==> src/rtl/writeback_stage_pkg.sv <==
`default_nettype none
// ============================================================================
// Module      : writeback_stage_pkg
// Description : Shared encodings for the MIPS writeback stage:
//               load-size codes, writeback FSM states and a write-enable
//               helper used by the top level.
// Revision    : 1.0 - initial release
// ============================================================================
package writeback_stage_pkg;

    // Load-size encodings carried on i_load_size (2'b11 is reserved and
    // behaves like a word load).
    localparam logic [1:0] LOAD_BYTE = 2'b00;
    localparam logic [1:0] LOAD_HALF = 2'b01;
    localparam logic [1:0] LOAD_WORD = 2'b10;

    // Program-halt state machine encoding.
    typedef enum logic [0:0] {
        WB_RUN    = 1'b0,
        WB_HALTED = 1'b1
    } wb_state_t;

    // A register write is committed only for a real instruction that asks
    // for it, does not target r0 and is not the HALT instruction itself.
    function automatic logic wb_write_enable(
        input logic reg_write,
        input logic instr_valid,
        input logic dst_nonzero,
        input logic halt
    );
        return reg_write & instr_valid & dst_nonzero & ~halt;
    endfunction

endpackage : writeback_stage_pkg
`default_nettype wire

==> src/rtl/writeback_load_align.sv <==
`default_nettype none
// ============================================================================
// Module      : writeback_load_align
// Description : Combinational load-data alignment. Selects the addressed
//               byte or halfword lane of a little-endian memory word and
//               sign- or zero-extends it to NB_DATA bits.
// Ports       : i_mem_data      - full word read from data memory
//               i_offset        - byte offset within the word (addr[1:0])
//               i_load_size     - LOAD_BYTE / LOAD_HALF / LOAD_WORD
//               i_load_unsigned - 1 = zero-extend, 0 = sign-extend
//               o_load_data     - aligned, extended load value
// Revision    : 1.0 - initial release
// ============================================================================
module writeback_load_align
    import writeback_stage_pkg::*;
#(
    parameter int NB_DATA = 32
) (
    input  logic [NB_DATA-1:0] i_mem_data,
    input  logic [1:0]         i_offset,
    input  logic [1:0]         i_load_size,
    input  logic               i_load_unsigned,
    output logic [NB_DATA-1:0] o_load_data
);

    logic [7:0]         w_byte;
    logic [15:0]        w_half;
    logic               w_byte_fill;
    logic               w_half_fill;
    logic [NB_DATA-1:0] w_byte_ext;
    logic [NB_DATA-1:0] w_half_ext;

    // Little-endian lane selection: offset 0 is the least significant lane.
    always_comb begin
        w_byte = i_mem_data[7:0];
        case (i_offset)
            2'd0:    w_byte = i_mem_data[7:0];
            2'd1:    w_byte = i_mem_data[15:8];
            2'd2:    w_byte = i_mem_data[23:16];
            default: w_byte = i_mem_data[31:24];
        endcase
        // Halfword lane follows offset bit 1 only; bit 0 is ignored.
        w_half = i_offset[1] ? i_mem_data[31:16] : i_mem_data[15:0];
    end

    assign w_byte_fill = ~i_load_unsigned & w_byte[7];
    assign w_half_fill = ~i_load_unsigned & w_half[15];
    assign w_byte_ext  = {{(NB_DATA-8){w_byte_fill}}, w_byte};
    assign w_half_ext  = {{(NB_DATA-16){w_half_fill}}, w_half};

    always_comb begin
        o_load_data = i_mem_data;
        case (i_load_size)
            LOAD_BYTE: o_load_data = w_byte_ext;
            LOAD_HALF: o_load_data = w_half_ext;
            default:   o_load_data = i_mem_data;
        endcase
    end

endmodule : writeback_load_align
`default_nettype wire

==> src/rtl/writeback_stage.sv <==
`default_nettype none
// ============================================================================
// Module      : writeback_stage
// Description : Final MIPS pipeline stage. Selects and registers the value
//               written back to the register file (ALU result, aligned load
//               data or link address), owns the program-halt FSM and counts
//               retired instructions for the debug unit.
// Ports       : i_clock / i_reset       - clock, async active-low reset
//               i_valid                 - global step enable
//               i_instr_valid           - real instruction (0 = bubble)
//               i_alu_result            - ALU result, [1:0] = load offset
//               i_mem_data              - data-memory read word
//               i_pc_next               - link value (PC+1)
//               i_reg_dst               - destination register index
//               i_reg_write, i_mem_to_reg, i_link - write-back controls
//               i_load_size, i_load_unsigned      - load format
//               i_halt                  - HALT instruction in writeback
//               o_data_reg_write        - register-file write data
//               o_data_reg_write_sel    - register-file write index
//               o_write_reg_enable      - register-file write strobe
//               o_halt                  - program halted
//               o_retired_count         - instructions retired since reset
// Revision    : 1.0 - initial release
// ============================================================================
module writeback_stage
    import writeback_stage_pkg::*;
#(
    parameter int NB_DATA     = 32,
    parameter int NB_REGISTER = 5,
    parameter int NB_COUNT    = 32
) (
    input  logic                   i_clock,
    input  logic                   i_reset,
    input  logic                   i_valid,
    input  logic                   i_instr_valid,
    input  logic [NB_DATA-1:0]     i_alu_result,
    input  logic [NB_DATA-1:0]     i_mem_data,
    input  logic [NB_DATA-1:0]     i_pc_next,
    input  logic [NB_REGISTER-1:0] i_reg_dst,
    input  logic                   i_reg_write,
    input  logic                   i_mem_to_reg,
    input  logic                   i_link,
    input  logic [1:0]             i_load_size,
    input  logic                   i_load_unsigned,
    input  logic                   i_halt,
    output logic [NB_DATA-1:0]     o_data_reg_write,
    output logic [NB_REGISTER-1:0] o_data_reg_write_sel,
    output logic                   o_write_reg_enable,
    output logic                   o_halt,
    output logic [NB_COUNT-1:0]    o_retired_count
);

    localparam logic [NB_COUNT-1:0] c_count_one = {{(NB_COUNT-1){1'b0}}, 1'b1};

    wb_state_t              r_state;
    logic [NB_DATA-1:0]     r_data;
    logic [NB_REGISTER-1:0] r_sel;
    logic                   r_we;
    logic                   r_halt;
    logic [NB_COUNT-1:0]    r_count;

    logic [NB_DATA-1:0]     w_load_data;
    logic [NB_DATA-1:0]     w_write_data;
    logic                   w_we;

    writeback_load_align #(
        .NB_DATA (NB_DATA)
    ) u_load_align (
        .i_mem_data      (i_mem_data),
        .i_offset        (i_alu_result[1:0]),
        .i_load_size     (i_load_size),
        .i_load_unsigned (i_load_unsigned),
        .o_load_data     (w_load_data)
    );

    // Link has priority over memory, memory over the ALU result.
    always_comb begin
        w_write_data = i_alu_result;
        if (i_link) begin
            w_write_data = i_pc_next;
        end else if (i_mem_to_reg) begin
            w_write_data = w_load_data;
        end
    end

    assign w_we = wb_write_enable(i_reg_write, i_instr_valid, |i_reg_dst, i_halt);

    // FSM, output registers and retired counter. Nothing moves while
    // i_valid is low; once halted only reset brings the stage back.
    always_ff @(posedge i_clock or negedge i_reset) begin
        if (!i_reset) begin
            r_state <= WB_RUN;
            r_data  <= '0;
            r_sel   <= '0;
            r_we    <= 1'b0;
            r_halt  <= 1'b0;
            r_count <= '0;
        end else if (i_valid) begin
            case (r_state)
                WB_RUN: begin
                    r_data <= w_write_data;
                    r_sel  <= i_reg_dst;
                    r_we   <= w_we;
                    if (i_instr_valid) begin
                        r_count <= r_count + c_count_one;
                        // The halt instruction itself retires but writes nothing.
                        if (i_halt) begin
                            r_state <= WB_HALTED;
                            r_halt  <= 1'b1;
                        end
                    end
                end
                WB_HALTED: begin
                    r_we   <= 1'b0;
                    r_halt <= 1'b1;
                end
                default: begin
                    r_state <= WB_RUN;
                    r_we    <= 1'b0;
                end
            endcase
        end
    end

    assign o_data_reg_write     = r_data;
    assign o_data_reg_write_sel = r_sel;
    assign o_write_reg_enable   = r_we;
    assign o_halt               = r_halt;
    assign o_retired_count      = r_count;

endmodule : writeback_stage
`default_nettype wire

==> config.mk <==
export PLATFORM = sky130hd
export DESIGN_NAME = writeback_stage
export DESIGN_NICKNAME = d
export VERILOG_FILES = /design/src/rtl/writeback_stage_pkg.sv /design/src/rtl/writeback_load_align.sv /design/src/rtl/writeback_stage.sv
export SDC_FILE = /design/constraint.sdc
export NUM_CORES = 1
export LEC_CHECK = 0
export BUFFER_PORTS_ARGS = -buffer_cell sky130_fd_sc_hd__buf_2
export CAP_MARGIN = 20
export CELL_PAD_IN_SITES_DETAIL_PLACEMENT = 0
export CELL_PAD_IN_SITES_GLOBAL_PLACEMENT = 2
export CORE_MARGIN = 3
export CORE_UTILIZATION = 24
export CTS_CLUSTER_DIAMETER = 100
export CTS_CLUSTER_SIZE = 24
export DETAILED_ROUTE_END_ITERATION = 12
export PLACE_DENSITY_LB_ADDON = 0.05
export SYNTH_ARGS = -nofsm -noshare
export SYNTH_HDL_FRONTEND = slang
export SYNTH_SLANG_ARGS = --single-unit
==> constraint.sdc <==
create_clock -name i_clock -period 1.55 [get_ports i_clock]
set_input_delay 0.31 -clock i_clock [delete_from_list [all_inputs] [get_ports i_clock]]
set_output_delay 0.31 -clock i_clock [all_outputs]
set_load 0.03 [all_outputs]
# == Word-level counts from Yosys, hierarchy flattened ==
# Index checks and enable logic that the tools add are counted.
# W data, S select, Z words.
# op_classes
n_reduce_logical,6
n_eq_ne,5
muxes,12
n_addsub,1
n_bitwise,8
# op_table
operator,n
$mux W32,2
$pmux W32 S2,1
$add A32 B1 Y32 const B,1
$pmux W8 S3,1
$mux W16,1
$reduce_and A3 Y1,2
$and A1 B1 Y1,5
$mux W1,5
$reduce_or A5 Y1,1
$eq A2 B1 Y1 const B,2
$logic_not A2 Y1,2
$ne A2 B2 Y1 const B,2
$pmux W1 S2,2
$not A1 Y1,3
$eq A2 B2 Y1 const B,1
$reduce_and A2 Y1,1
# totals
in_bits,112
out_inout_bits,71
reg_bits,72

# == Longest topological paths before layout ==
# Gate-level depths: netlist of run 1.
# depth
word_depth,6
depth_mapped,7

# == Cells and area by module ==
# From an unflattened synthesis of run 1, not the netlist that was laid out.
# unflattened
cells_unflattened,478
hier_area_um2,4390.5
# by_module_without_submodules
mod,n_inst,area_each_um2,cells_per_inst,seq_area_each_um2
writeback_stage,1,3544.6,363,1801.7
writeback_load_align,1,845.8,115,0.0

# == Least setup slack after synthesis of run 1 ==
# Ideal clock, no wire load.
# synth_path
path_type,register -> register
from,"register r_count[0], in the netlist o_retired_count[0]"
to,"register r_count[22], in the netlist o_retired_count[22]"
slack_ns,-0.455
path_stages_with_launch,8
path_buffers,1
arrival_time_ns,1.872
t_required_ns,1.417
path_cell_list,dfrtp_1 > ha_1 > nand4b_4 > nor4_4 > and3_1 > buf_4 > nand4_2 > xnor2_1
# synth_between
elab_chain_cells,1
# synth_lines
item,line,text
"start, declared",writeback_stage.sv:60,logic [NB_COUNT-1:0] r_count;
"start signal, assigned",writeback_stage.sv:105,r_count <= r_count + c_count_one;
$add A32 B1 Y32,writeback_stage.sv:105,
# No other way between the ends.
# A chain may end at the register's enable or synchronous reset.

# == Worst setup path in the final report of run 1 ==
# layout_path
from,register r_state
to,"register r_data[1], in the netlist o_data_reg_write[1]"
# layout_between
elab_chain_cells,2
# layout_lines
item,line,text
"start, declared",writeback_stage.sv:55,wb_state_t r_state;
"start signal, assigned",writeback_stage.sv:92,r_state <= WB_RUN;
"start signal, assigned",writeback_stage.sv:108,r_state <= WB_HALTED;
"start signal, assigned",writeback_stage.sv:118,r_state <= WB_RUN;
$not A1 Y1 (no source line),--,
$reduce_and A2 Y1 (no source line),--,
"end signal, assigned",writeback_stage.sv:101,r_data <= w_write_data;
"end, declared",writeback_stage.sv:56,logic [NB_DATA-1:0] r_data;
# No other way between the ends.

==> metrics.yaml, run 1 <==
status:
  status: "finished, final reports clean"
route:
  highest_layer: "met4"
  routed_via_density: 4.77
  first_pass_iters: 4
  met3_wirelength_um: 730
  drc: 0
  wl_um: 16000
  ant_nets: 0
  wirelength_met1_um: 7050
  routedWlPerCell_um: 17.7
  vias: 4318
  first_iter_violations: 161
  wl_met2_um: 7980
min_path:
  hp-class: "in -> reg"
sta:
  tns_ps: 0
  slew_headroom_pct: 68.0
  finalCritPeriodShare_pct: 97.9
  worst_pin_slew_ps: 479
  worst_clock_skew_ps: 9.27
  rsz0062_at_grt: "true"
  fin_crit_ps: 1520
  slew_violations: 0
  finalHoldViolCount: 0
  setup_viol: 0
  holdWs_ps: 174
  fmax_mhz: 659
logic_synthesis:
  synth_edf_count: 0
  yosysUniqueCellTypes: 52
  syn_area_per_cell_um2: 8.82
  syn_inst: 458
  synth-seq-area-share_pct: 44.6
  synth_seq_cells: 72
  yosysWarnings: 0
  synth_fp_nets: 571
  syn_area_um2: 4040
  async_flop_share_pct: 100
  synth_flop_cell: "dfrtp_1"
clock_network:
  cts-root-buf: "clkbuf_16"
  insertion_delay_ps: 350
  clkTransAtPathRegs_ps: 70
  cts_tree: "yes"
  cts-htree-levels: 3
  clk_path_buf_depth: 2
  cts.sinks: 72
  numCtsBuffers: 9
place:
  port_buffers: 182
  gp_congestion: 0.762
  dp_hpwl_um: 12100
  placed_cells: 880
floorplanning:
  die_h_um: 136
  die_w_um: 136
  ios: 183
  die_area_um2: 18400
  start_util_pct: 25.0
  core_area_um2: 16200
  fp-row-count: 46
layout:
  seq_area_um2: 1820
  multiInputGateArea_um2: 2190
  fillers: 1745
  drive_gt1_share_pct: 44.0
  nets: 796
  post-route-util_pct: 37.8
  syn2layout_area_growth_pct: 51.5
  layoutNonFillerInstCount: 905
setup_path:
  crit_type: "reg -> reg"
  required_ps: 1780
  cp_max_fo: 13
  cp-end-kind: "register"
  start_kind: "register"
  arrival_ps: 1750
global_route:
  grt_overflow: 0
  grt_max_degree: 73
  antenna_found_initial: 0
  grt_pass1_vias: 4476
  grt_first_pass_wirelength_um: 24700
  grt_use_total_pct: 17.2
power:
  total_power_mw: 7.37
  power.density_nw_per_um2: 1200
  leakage_nw: 3.00
  peakVddDrop_uv: 583
run:
  drv_cap: 0
## stage by stage
step,cell area (um2),setup WS (ps)
after floorplan,4100,-170
after global placement,5640,-227
after detailed placement,5640,-303
after CTS,6000,-11.2
after global routing,6120,-82.5
final,6120,32.0
## state kept, by name (all words and copies together), names as in the netlist
signal,cells
o_data_reg_write,32
o_retired_count,32
o_data_reg_write_sel,5
o_halt,1
o_write_reg_enable,1
r_state,1
## cell usage in the layout, fill, tap and decap left out, types with 3 or more instances in the layout
cell and instances:
a21o_1 3, a21oi_1 73, a31oi_1 7, and3_1 27
buf_12 6, buf_2 181, buf_4 54, clkbuf_16 10
dfrtp_1 55, dfrtp_2 17, inv_1 5, nand2_1 39
nand2b_1 7, nand3_1 7, nand4_1 6, nor2_1 13
nor2b_1 11, nor3b_1 6, o211ai_1 8, o21ai_0 57
o21ai_1 3, o221ai_1 4, or3_1 5, xnor2_1 24
xor2_1 5
## routing by layer
metal,track usage (%),vias to the layer above
met2,28.3,126
met5,0,-
met1,23.2,2072
li1,-,2104
met3,2.56,16
met4,5.32,0
## final cells by class
| class | instances | area share [%] |
|---|---|---|
| Timing Repair Buffer | 245 | 24.3 |
| Tap cell | 216 | 4.42 |
| Clock buffer | 10 | 3.74 |
| Sequential cell | 72 | 29.8 |
| Inverter | 6 | 0.368 |
| Antenna cell | 1 | 0.0409 |
| Multi-Input combinational cell | 349 | 35.8 |
| Clock inverter | 6 | 1.51 |
## cells in the mapped netlist, types with 2 or more instances
library cell  count  share of area (%)
clkbuf_1         25                2.3
mux2_2            2               0.56
nand2_1          41                3.8
buf_2             2               0.25
nor2b_1          12                1.9
nor2_1           14                1.3
inv_1             5               0.46
xnor2_1          26                5.6
a21o_1            3               0.56
buf_4             2               0.37
nand4_1           6               0.93
and3_1           30                4.6
buf_1             2               0.19
and4_1            3               0.65
or3_1             5               0.77
a21oi_1          73                9.0
nand2b_1          7                1.1
xor2_1            5                1.1
a31oi_1           7                1.1
nand3_1          10                1.2
o221ai_1          4               0.87
dfrtp_1          72                 45
o2bb2ai_1         2               0.43
o211ai_1          8                1.5
o21ai_0          60                7.4
nor3b_1           6                1.1
## power breakdown
part | internal [mW] | switching [mW] | total [mW] | leakage (nW)
clock | 1.42 | 0.902 | 2.32 | 0.150
combinational | 0.827 | 1.65 | 2.47 | 1.96
sequential | 2.32 | 0.254 | 2.57 | 0.898
total | 4.57 | 2.80 | 7.37 | 3.00
## what timing repair did
| action | CTS | global route |
|---|---|---|
| hold endpoints to repair | 10 | 0 |
| buffers inserted | 2 | 5 |
| endpoints found under the setup margin | 9 | 38 |
| gates resized for setup | 3 | 16 |
| gates cloned | 0 | 1 |
| pin swaps | 4 | 8 |
| hold buffers | 1 | 0 |
## logic make-up (layout without fill, tap and decap cells)
logic type | count (synthesis) | count (layout) | share of synthesized area, %
buffers and inverters | 37 | 267 | 3.69
other | 0 | 1 | 0
xor gates and xnor gates | 31 | 31 | 6.72
AOI/OAI and AO/OA | 169 | 169 | 23.6
and+or+nand+nor | 145 | 145 | 20.3
muxes | 3 | 3 | 0.806
DFF | 72 | 72 | 44.6
adders and majority gates | 1 | 1 | 0.310
## critical path: stages (launching register included)
cell and delay [ps]:
dfrtp_1 410, or2b_2 370, buf_12 170, or3_1 300
o21ai_0 90, a31oi_1 60
## path summary, 6_finish.rpt
kind	startpoint	endpoint	slack, ps	cells after the start
worst max-delay path	r_state	o_data_reg_write[1]	30	5
worst min-delay path	i_reg_dst[3]	o_data_reg_write_sel[3]	170	3
worst max register to register	r_state	o_data_reg_write[1]	30	5
worst min register to register	o_halt	o_halt	450	1
max in group asynchronous	i_reset	o_retired_count[21]	690	3
min in group asynchronous	i_reset	o_retired_count[11]	520	3
Power figures use the tool's default switching activity.
==> inputs of run 2 (changes only) <==
--- a/config.mk
+++ b/config.mk
@@ -9,7 +9,7 @@
 export CAP_MARGIN = 20
 export CELL_PAD_IN_SITES_DETAIL_PLACEMENT = 0
 export CELL_PAD_IN_SITES_GLOBAL_PLACEMENT = 2
-export CORE_MARGIN = 3
+export CORE_MARGIN = 10
 export CORE_UTILIZATION = 24
 export CTS_CLUSTER_DIAMETER = 100
 export CTS_CLUSTER_SIZE = 24
==> run 2 against run 1 <==
Effect of this change: the flow now finishes with violations (setup timing); core utilization shrank 1.1 points; via count shrank 0.69%; worst setup slack got worse by 39 ps; largest cell class unchanged; largest power group unchanged.
==> metrics.yaml, run 2 (synthesis results as in run 1) <==
clock_network:
  numCtsBuffers: 9  # unchanged
  cts-htree-levels: 3  # unchanged
  cts-root-buf: "clkbuf_16"
  insertion_delay_ps: 340  # about the same
  clk_path_buf_depth: 2  # unchanged
  cts_tree: "yes"
  cts.sinks: 72  # unchanged
  clkTransAtPathRegs_ps: 60  # about the same
setup_path:
  cp-end-kind: "register"
  required_ps: 1770  # about the same
  arrival_ps: 1780  # +30 ps
  start_kind: "register"
  ff2ff_setup_slack_ps: -7  # -40 ps
  crit_type: "reg -> reg"
  cp_max_fo: 7  # -6
status:
  violations: "setup timing"
  status: "complete, but fails checks"
global_route:
  grt_first_pass_wirelength_um: 26400  # +7.2%
  grt_pass1_vias: 4709  # +5.2%
  antenna_found_initial: 2  # +2
  grt_overflow: 0  # unchanged
  grt_max_degree: 39  # -47%
  grt_use_total_pct: 15.1  # -2.1 points
layout:
  post-route-util_pct: 36.8  # -1.1 points
  drive_gt1_share_pct: 43.5  # -0.56 points
  syn2layout_area_growth_pct: 50.5
  seq_area_um2: 1820  # unchanged
  layout_common_cells: "buf_2 (181), a21oi_1 (73), o21ai_0 (60), buf_4 (57), dfrtp_1 (55)"
  nets: 798  # +0.25%
  final_common_cell: "buf_2"
  multiInputGateArea_um2: 2150  # -1.9%
  fillers: 1762  # +0.97%
sta:
  slew_headroom_pct: 72.7  # +4.7 points
  worst_pin_slew_ps: 407  # -71.8 ps
  holdWs_ps: 168  # -5.55 ps
  fin_crit_ps: 1560  # +38.7 ps
  rsz0062_at_grt: "true"
  finalHoldViolCount: 0  # unchanged
  fmax_mhz: 642  # -2.5%
  finalCritPeriodShare_pct: 100  # +2.5 points
  worst_clock_skew_ps: 4.06  # -5.21 ps
  worst_slack_ps: -6.61  # -38.7 ps
  setup_viol: 2  # +2
  slew_violations: 0  # unchanged
place:
  port_buffers: 182  # unchanged
  gp_congestion: 0.814  # +6.9%
  pre_cts_ws_ps: -216  # +87.4 ps
  dp_hpwl_um: 13800  # +14%
route:
  vias: 4288  # -0.69%
  routed_via_density: 4.71  # -1.3%
  routedWlPerCell_um: 18.7  # +6.0%
  wl_um: 17100  # +6.8%
  drc: 0  # unchanged
  first_iter_violations: 129  # -20%
  ant_nets: 0  # unchanged
  first_pass_iters: 5  # +1
floorplanning:
  start_util_pct: 24.4  # -0.53 points
  core_area_um2: 16500  # +2.2%
  ios: 183  # unchanged
  fp-row-count: 47  # +2.2%
  die_area_um2: 22400  # +22%
  die_w_um: 150  # +10%
  die_h_um: 150  # +10%
power:
  peakVddDrop_uv: 551  # -5.5%
  leakage_nw: 2.99  # -0.54%
  power.density_nw_per_um2: 1240  # +3.0%
run:
  drv_cap: 0  # unchanged
min_path:
  hp-class: "in -> reg"
==> run 2: changes by cell type in the layout (fill, tap and decap cells not counted), moves of 2 or more <==
| cell | change |
|---|---|
| xnor2_1 | +2 |
| and3_1 | +2 |
| buf_6 | +3 |
| buf_4 | +3 |
| xnor2_2 | -2 |
| o21ai_1 | -3 |
| o21ai_0 | +3 |
| clkinvlp_4 | -2 |
| clkinv_4 | +2 |
| buf_12 | -3 |
==> run 2: cell type report <==
type,instances,share of cell area (%)
Tap cell,220,4.53
Clock buffer,10,3.77
Clock inverter,6,1.91
Sequential cell,72,30.0
Inverter,6,0.371
Timing Repair Buffer,247,24.0
Antenna cell,1,0.0412
Multi-Input combinational cell,349,35.4
==> run 2: stage by stage <==
| step | cells | area (um2) | total power, mW | TNS (ps) |
|---|---|---|---|---|
| after floorplan | 458 | 4100 | 4.06 | -1060 |
| after global placement | 889 | 5650 | 5.16 | -3130 |
| after detailed placement | 889 | 5650 | 5.17 | -4560 |
| after CTS | 909 | 6040 | 7.67 | -5.98 |
| after global routing | 911 | 6080 | 7.96 | -1340 |
| final | 911 | 6080 | 7.54 | -12.9 |
==> run 2: layer usage <==
layer	up-vias	GRT usage (%)	wire, um
met2	117	25.9	8530
met1	2057	17.9	7330
met5	-	0	0
met4	0	2.96	154
met3	11	5.07	1060
li1	2103	-	-
==> run 2: worst max-delay path: stages, from the launching register on <==
cell and delay, ps:
dfrtp_1 400, nand3b_1 220, nor3_2 200, and4_1 220, buf_6 140, nand4_1 110
xnor2_1 150
==> run 2: report_power, final <==
part	switching, mW	total (mW)	internal [mW]
registers	0.257	2.58	2.32
clock network	0.866	2.45	1.58
logic	1.68	2.52	0.840
total	2.80	7.54	4.74
==> run 2: path summary, 6_finish.rpt <==
kind / startpoint / endpoint / cells past startpoint
max: r_state / o_retired_count[29] / 6
min: i_reg_dst[2] / o_data_reg_write_sel[2] / 3
max reg2reg: r_state / o_retired_count[29] / 6
min reg2reg: o_retired_count[31] / o_retired_count[31] / 1
max in group asynchronous: i_reset / o_data_reg_write[23] / 3
min in group asynchronous: i_reset / o_retired_count[12] / 2
==> run 2: timing repair <==
item,4_1_cts,5_1_grt
setup buffers,3,1
pin swaps,1,9
hold buffers,1,0
endpoints found under the hold margin,21,0
resized for setup,4,7
setup endpoints to repair,8,19
